### config.mk
export PLATFORM = sky130hd
export DESIGN_NAME = i2c_addr_slave_frontend
export DESIGN_NICKNAME = d
export VERILOG_FILES = /design/src/rtl/i2c_addr_slave_frontend.sv
export SDC_FILE = /design/constraint.sdc
export NUM_CORES = 1
export LEC_CHECK = 0
export CAP_MARGIN = 20
export CORE_MARGIN = 2
export CORE_UTILIZATION = 52
export DETAILED_ROUTE_END_ITERATION = 16
export GPL_ROUTABILITY_DRIVEN = 0
export PLACE_DENSITY = 0.78
export SYNTH_ARGS = -nofsm -noshare
export SYNTH_HDL_FRONTEND = slang
export SYNTH_SLANG_ARGS = --single-unit
### constraint.sdc
create_clock -name clk -period 2.1 [get_ports clk]
set_input_delay 0.42 -clock clk [delete_from_list [all_inputs] [get_ports clk]]
set_output_delay 0.42 -clock clk [all_outputs]
set_load 0.01 [all_outputs]
### src/rtl/i2c_addr_slave_frontend.sv
// rtl/i2c_addr_slave_frontend.sv - upstream I2C target front-end of the address translator
//
// Purpose: answers two virtual 7-bit addresses on the upstream bus. On a match it
// ACKs, presents the translated real address and pulses a trigger to the
// downstream master. It then ACKs and forwards each received write data byte.
//
// Ports:
//   clk, rst_n     system clock (>= 8x SCL rate), asynchronous active-low reset
//   scl_in, sda_in upstream bus lines (asynchronous to clk)
//   master_busy    downstream master mid-transaction; the address is NACKed
//   sda_out        SDA drive value (0 whenever sda_en=1)
//   sda_en         open-drain SDA pull-low enable
//   real_addr      translated address, valid from trigger_out until the next match
//   trigger_out    1-clk pulse: start a downstream write to real_addr
//   rx_data        last received data byte
//   rx_valid       1-clk pulse: rx_data updated
//   busy           high from START until STOP
module i2c_addr_slave_frontend #(
  parameter logic [6:0] VIRT_ADDR0 = 7'h48,
  parameter logic [6:0] REAL_ADDR0 = 7'h20,
  parameter logic [6:0] VIRT_ADDR1 = 7'h49,
  parameter logic [6:0] REAL_ADDR1 = 7'h21
) (
  input  logic       clk,
  input  logic       rst_n,
  input  logic       scl_in,
  input  logic       sda_in,
  input  logic       master_busy,
  output logic       sda_out,
  output logic       sda_en,
  output logic [6:0] real_addr,
  output logic       trigger_out,
  output logic [7:0] rx_data,
  output logic       rx_valid,
  output logic       busy
);

  typedef enum logic [2:0] {
    S_IDLE, S_ADDR, S_ADDR_ACK, S_DATA, S_DATA_ACK, S_IGNORE
  } state_t;

  state_t      state, state_nxt;
  logic [3:0]  cnt, cnt_nxt;
  logic [7:0]  shift, shift_nxt;
  logic        match, match_nxt;
  logic        sel, sel_nxt;
  logic        sda_en_nxt, trigger_nxt, rx_valid_nxt;
  logic [6:0]  real_addr_nxt;
  logic [7:0]  rx_data_nxt;

  // Synchronizers reset to the idle-bus level so that reset release does not
  // fabricate a START or STOP.
  logic scl_s1, scl_s2, scl_d;
  logic sda_s1, sda_s2, sda_d;

  always_ff @(posedge clk or negedge rst_n) begin
    if (!rst_n) begin
      {scl_s1, scl_s2, scl_d} <= 3'b111;
      {sda_s1, sda_s2, sda_d} <= 3'b111;
    end else begin
      scl_s1 <= scl_in;
      scl_s2 <= scl_s1;
      scl_d  <= scl_s2;
      sda_s1 <= sda_in;
      sda_s2 <= sda_s1;
      sda_d  <= sda_s2;
    end
  end

  logic scl_rise, scl_fall, start_cond, stop_cond;
  assign scl_rise   = scl_s2 & ~scl_d;
  assign scl_fall   = ~scl_s2 & scl_d;
  assign start_cond = scl_s2 & scl_d & sda_d & ~sda_s2;
  assign stop_cond  = scl_s2 & scl_d & ~sda_d & sda_s2;

  // Open-drain: only ever pull low.
  assign sda_out = ~sda_en;

  always_ff @(posedge clk or negedge rst_n) begin
    if (!rst_n) begin
      state       <= S_IDLE;
      cnt         <= 4'd0;
      shift       <= 8'd0;
      match       <= 1'b0;
      sel         <= 1'b0;
      sda_en      <= 1'b0;
      real_addr   <= 7'd0;
      trigger_out <= 1'b0;
      rx_data     <= 8'd0;
      rx_valid    <= 1'b0;
      busy        <= 1'b0;
    end else begin
      state       <= state_nxt;
      cnt         <= cnt_nxt;
      shift       <= shift_nxt;
      match       <= match_nxt;
      sel         <= sel_nxt;
      sda_en      <= sda_en_nxt;
      real_addr   <= real_addr_nxt;
      trigger_out <= trigger_nxt;
      rx_data     <= rx_data_nxt;
      rx_valid    <= rx_valid_nxt;
      busy        <= (state_nxt != S_IDLE);
    end
  end

  always_comb begin
    state_nxt     = state;
    cnt_nxt       = cnt;
    shift_nxt     = shift;
    match_nxt     = match;
    sel_nxt       = sel;
    sda_en_nxt    = sda_en;
    real_addr_nxt = real_addr;
    trigger_nxt   = 1'b0;
    rx_data_nxt   = rx_data;
    rx_valid_nxt  = 1'b0;

    // Bus conditions override any SCL edge seen in the same clk.
    if (stop_cond) begin
      state_nxt  = S_IDLE;
      sda_en_nxt = 1'b0;
    end else if (start_cond) begin
      state_nxt  = S_ADDR;
      cnt_nxt    = 4'd0;
      sda_en_nxt = 1'b0;
    end else begin
      case (state)
        S_ADDR: begin
          if (scl_rise && cnt < 4'd8) begin
            shift_nxt = {shift[6:0], sda_s2};
            cnt_nxt   = cnt + 4'd1;
            if (cnt == 4'd7) begin
              // shift[6:0] holds the 7 address bits; sda_s2 is R/W.
              // master_busy is sampled only here.
              match_nxt = ((shift[6:0] == VIRT_ADDR0) || (shift[6:0] == VIRT_ADDR1))
                          && !sda_s2 && !master_busy;
              sel_nxt   = (shift[6:0] != VIRT_ADDR0);
            end
          end else if (scl_fall && cnt == 4'd8) begin
            if (match) begin
              state_nxt     = S_ADDR_ACK;
              sda_en_nxt    = 1'b1;
              real_addr_nxt = sel ? REAL_ADDR1 : REAL_ADDR0;
              trigger_nxt   = 1'b1;
            end else begin
              state_nxt = S_IGNORE;
            end
          end
        end
        S_ADDR_ACK, S_DATA_ACK: begin
          if (scl_fall) begin
            state_nxt  = S_DATA;
            sda_en_nxt = 1'b0;
            cnt_nxt    = 4'd0;
          end
        end
        S_DATA: begin
          if (scl_rise && cnt < 4'd8) begin
            shift_nxt = {shift[6:0], sda_s2};
            cnt_nxt   = cnt + 4'd1;
          end else if (scl_fall && cnt == 4'd8) begin
            state_nxt    = S_DATA_ACK;
            rx_data_nxt  = shift;
            rx_valid_nxt = 1'b1;
            sda_en_nxt   = 1'b1;
          end
        end
        default: ;
      endcase
    end
  end

endmodule

==> results.cfg <==
[grt]
gr-usage-met1_pct = 22.0
gr-usage-all-layers_pct = 17.7
antenna_found_initial = 0
grt_pass1_vias = 957
grtUsageMet2_pct = 27.3
grt_max_degree = 38
grt_pass1_wl_um = 4420
busiest_layer = met2
use_met3_pct = 7.47
grt_remaining_overflow = 0

[critical_path]
worstPathArrival_ns = 2.05
r2r_cells = 6
r2r-end = busy
slowest_delay_ns = 0.43
r2r_setup_slack_ns = 0.29
path_max_fanout = 5
crit_path_start_kind = flop
critPathBufInv = 1
path_class = reg -> reg
r2r-start = cnt[1]
worst_path_dominant_cell_family = compound AO/OA/AOI/OAI gates
cp.required_ns = 2.35
crit_chain = inv_1 -> ha_1 -> nand3b_1 -> o41ai_1 -> a2bb2oi_1 -> or3_1
crit_slowest_cell = dfrtp_1
end_kind = flop

[detailed_routing]
drtPass1Iterations = 10
drc = 3
dr_total_vias = 975
vias_per_cell = 5.42
postRouteAntennaNets = 0
wl_per_cell_um = 14.1
first_iter_violations = 31
totalWireLength_um = 2540

[power]
swShare_pct = 26.3
seqPwrFrac_pct = 55.2
p_clk_share_pct = 31.3
p_switching_uw = 440
total_power_mw = 1.67
p_per_area_mw_per_mm2 = 899
leakage_nw = 0.885
p_int_mw = 1.23
power_frac_comb_pct = 13.4
peakVddDrop_uv = 700

[clock_network]
clockBufferDepth = 2
cts-resized-gates = 0
cts-buffers-inserted = 5
cts_tree = built
htree_levels = 2
root_buffer = clkbuf_4
cts.sinks = 37
clkTransAtPathRegs_ns = 0.11
ctsHoldBuffers = 0
clock_latency_ns = 0.35
post-cts-setup-buffers = 0

[placement]
place_ws_ns = 0.301
dpl_cell_area_mm2 = 0.00177
port_buffers = 19
dp_cells = 172
hpwl_um = 1800

[die]
die_h_um = 58.9
dieArea_mm2 = 0.00347
core_mm2 = 0.00281
core.rowCount = 19
die_x_um = 58.9
ioPinCount = 25
start_util_pct = 55.9

[min_path]
holdPathStages = 0
holdPathEnd = scl_s2
worstHoldStart = scl_s1
hold_class = reg -> reg

[run]
max_cap_violations = 0

[synthesis]
synth_cell_types = 39
yosys.area.top_type = dfrtp_1
synth-edff-count = 0
avgSynthCellArea_um2 = 12.7
synth.most_common_cell = dfrtp_1
yosys_most_used_dff = dfrtp_1
synth_common_cells = dfrtp_1 (31), mux2_2 (13), inv_1 (7), nor2_1 (7), dfstp_2 (6)
synthCells = 124
yosys_warnings = 0
ys_ff_latch = 37
synth_top_cell_area_share_pct = 49.4
synthesis.area_mm2 = 0.00157
async_flop_share_pct = 100
yosys-top-cells-area = dfrtp_1 (49%), dfstp_2 (10%), mux2_2 (9.3%)
yosysSeqAreaShare_pct = 59.5

[sta]
tns_ns = 0
finClkSkew_ns = 0.0130
finalHoldViolCount = 0
tightest_slew_ns = 0.530
rsz0062_at_grt = false
whs_ns = 0.361
finalCritPeriodShare_pct = 86.0
setup_slack_ns = 0.294
fmax_mhz = 554
slew_violations = 0
max-slew-margin-rel_pct = 64.6
setup_violations = 0
layout_min_cycle_time_ns = 1.81

[finish]
postLayoutCellArea_mm2 = 0.00186
finalNetCount = 155
area.sequential_um2 = 933
syn_to_final_growth_pct = 18.7
multi_input_area_um2 = 577
n_antenna_cell = 0
drive_above_1_share_pct = 19.5
fillers = 215
final_cells = 180
final_util_pct = 66.4

[run_status]
status = finished with violations
violations = DRC
[layout make-up]
cell class | instances | area share [%]
Inverter | 7 | 1.41
Clock buffer | 6 | 2.76
Clock inverter | 2 | 2.02
Tap cell | 31 | 2.08
Timing Repair Buffer | 20 | 10.6
Sequential cell | 37 | 50.1
Multi-Input combinational cell | 77 | 31.0
[cell usage in the layout (no fill, tap or decap), drive strengths merged, types with 2 or more instances in the layout]
| cell type | n |
|---|---|
| a21oi | 3 |
| nand2b | 4 |
| o21ai | 3 |
| nand3b | 2 |
| ha | 2 |
| dfstp | 6 |
| nor3 | 2 |
| clkdlybuf4s50 | 19 |
| clkbuf | 6 |
| dfrtp | 31 |
| nor2 | 7 |
| a2bb2oi | 3 |
| inv | 7 |
| nand2 | 4 |
| conb | 5 |
| and3b | 2 |
| mux2 | 18 |
| nand3 | 3 |
[flip-flops by register name (all words and copies together) (netlist names), 2 cells and up]
register,cells
real_addr,2
cnt,4
state,3
shift,8
rx_data,8
[metal layers]
metal	vias up	routed length (um)
met5	-	0
met4	0	32
met3	5	145
met2	31	1220
met1	469	1150
li1	470	-
[how the worst max path moves through the flow]
stage | from | end | slack [ns] | depth (start not counted)
2_1_floorplan | cnt[0] | busy | 0.50 | 6
3_3_place_gp | cnt[0] | busy | 0.40 | 6
3_5_place_dp | cnt[0] | busy | 0.30 | 6
4_1_cts | cnt[0] | busy | 0.29 | 6
5_1_grt | cnt[0] | busy | 0.16 | 6
6_report | cnt[1] | busy | 0.29 | 6
[kinds of logic after synthesis]
family | count (synthesis) | share of synthesized area (%)
flops | 37 | 59.5
fa+ha+maj | 2 | 1.59
buf+inv | 14 | 4.71
mux | 19 | 13.6
simple gates | 35 | 13.4
compound gates | 15 | 6.46
xor+xnor | 1 | 0.558
other cells | 1 | 0.239
[power by group through the flow]
stage | sequential (mW) | clock (mW) | combinational [mW]
final | 0.925 | 0.524 | 0.225
after global routing | 0.947 | 0.568 | 0.260
after detailed placement | 0.940 | 0 | 0.227
after CTS | 0.925 | 0.535 | 0.229
after global placement | 0.932 | 0 | 0.217
after floorplan | 0.910 | 0 | 0.174
[worst reg2reg max path: cells and delay by family, from the launching register on]
kind / cells / cell delay, ns
compound gates: 2 / 0.54
fa+ha+maj: 1 / 0.13
buf+inv: 1 / 0.08
flops: 1 / 0.43
simple gates: 2 / 0.52
Power figures use the tool's default switching activity.
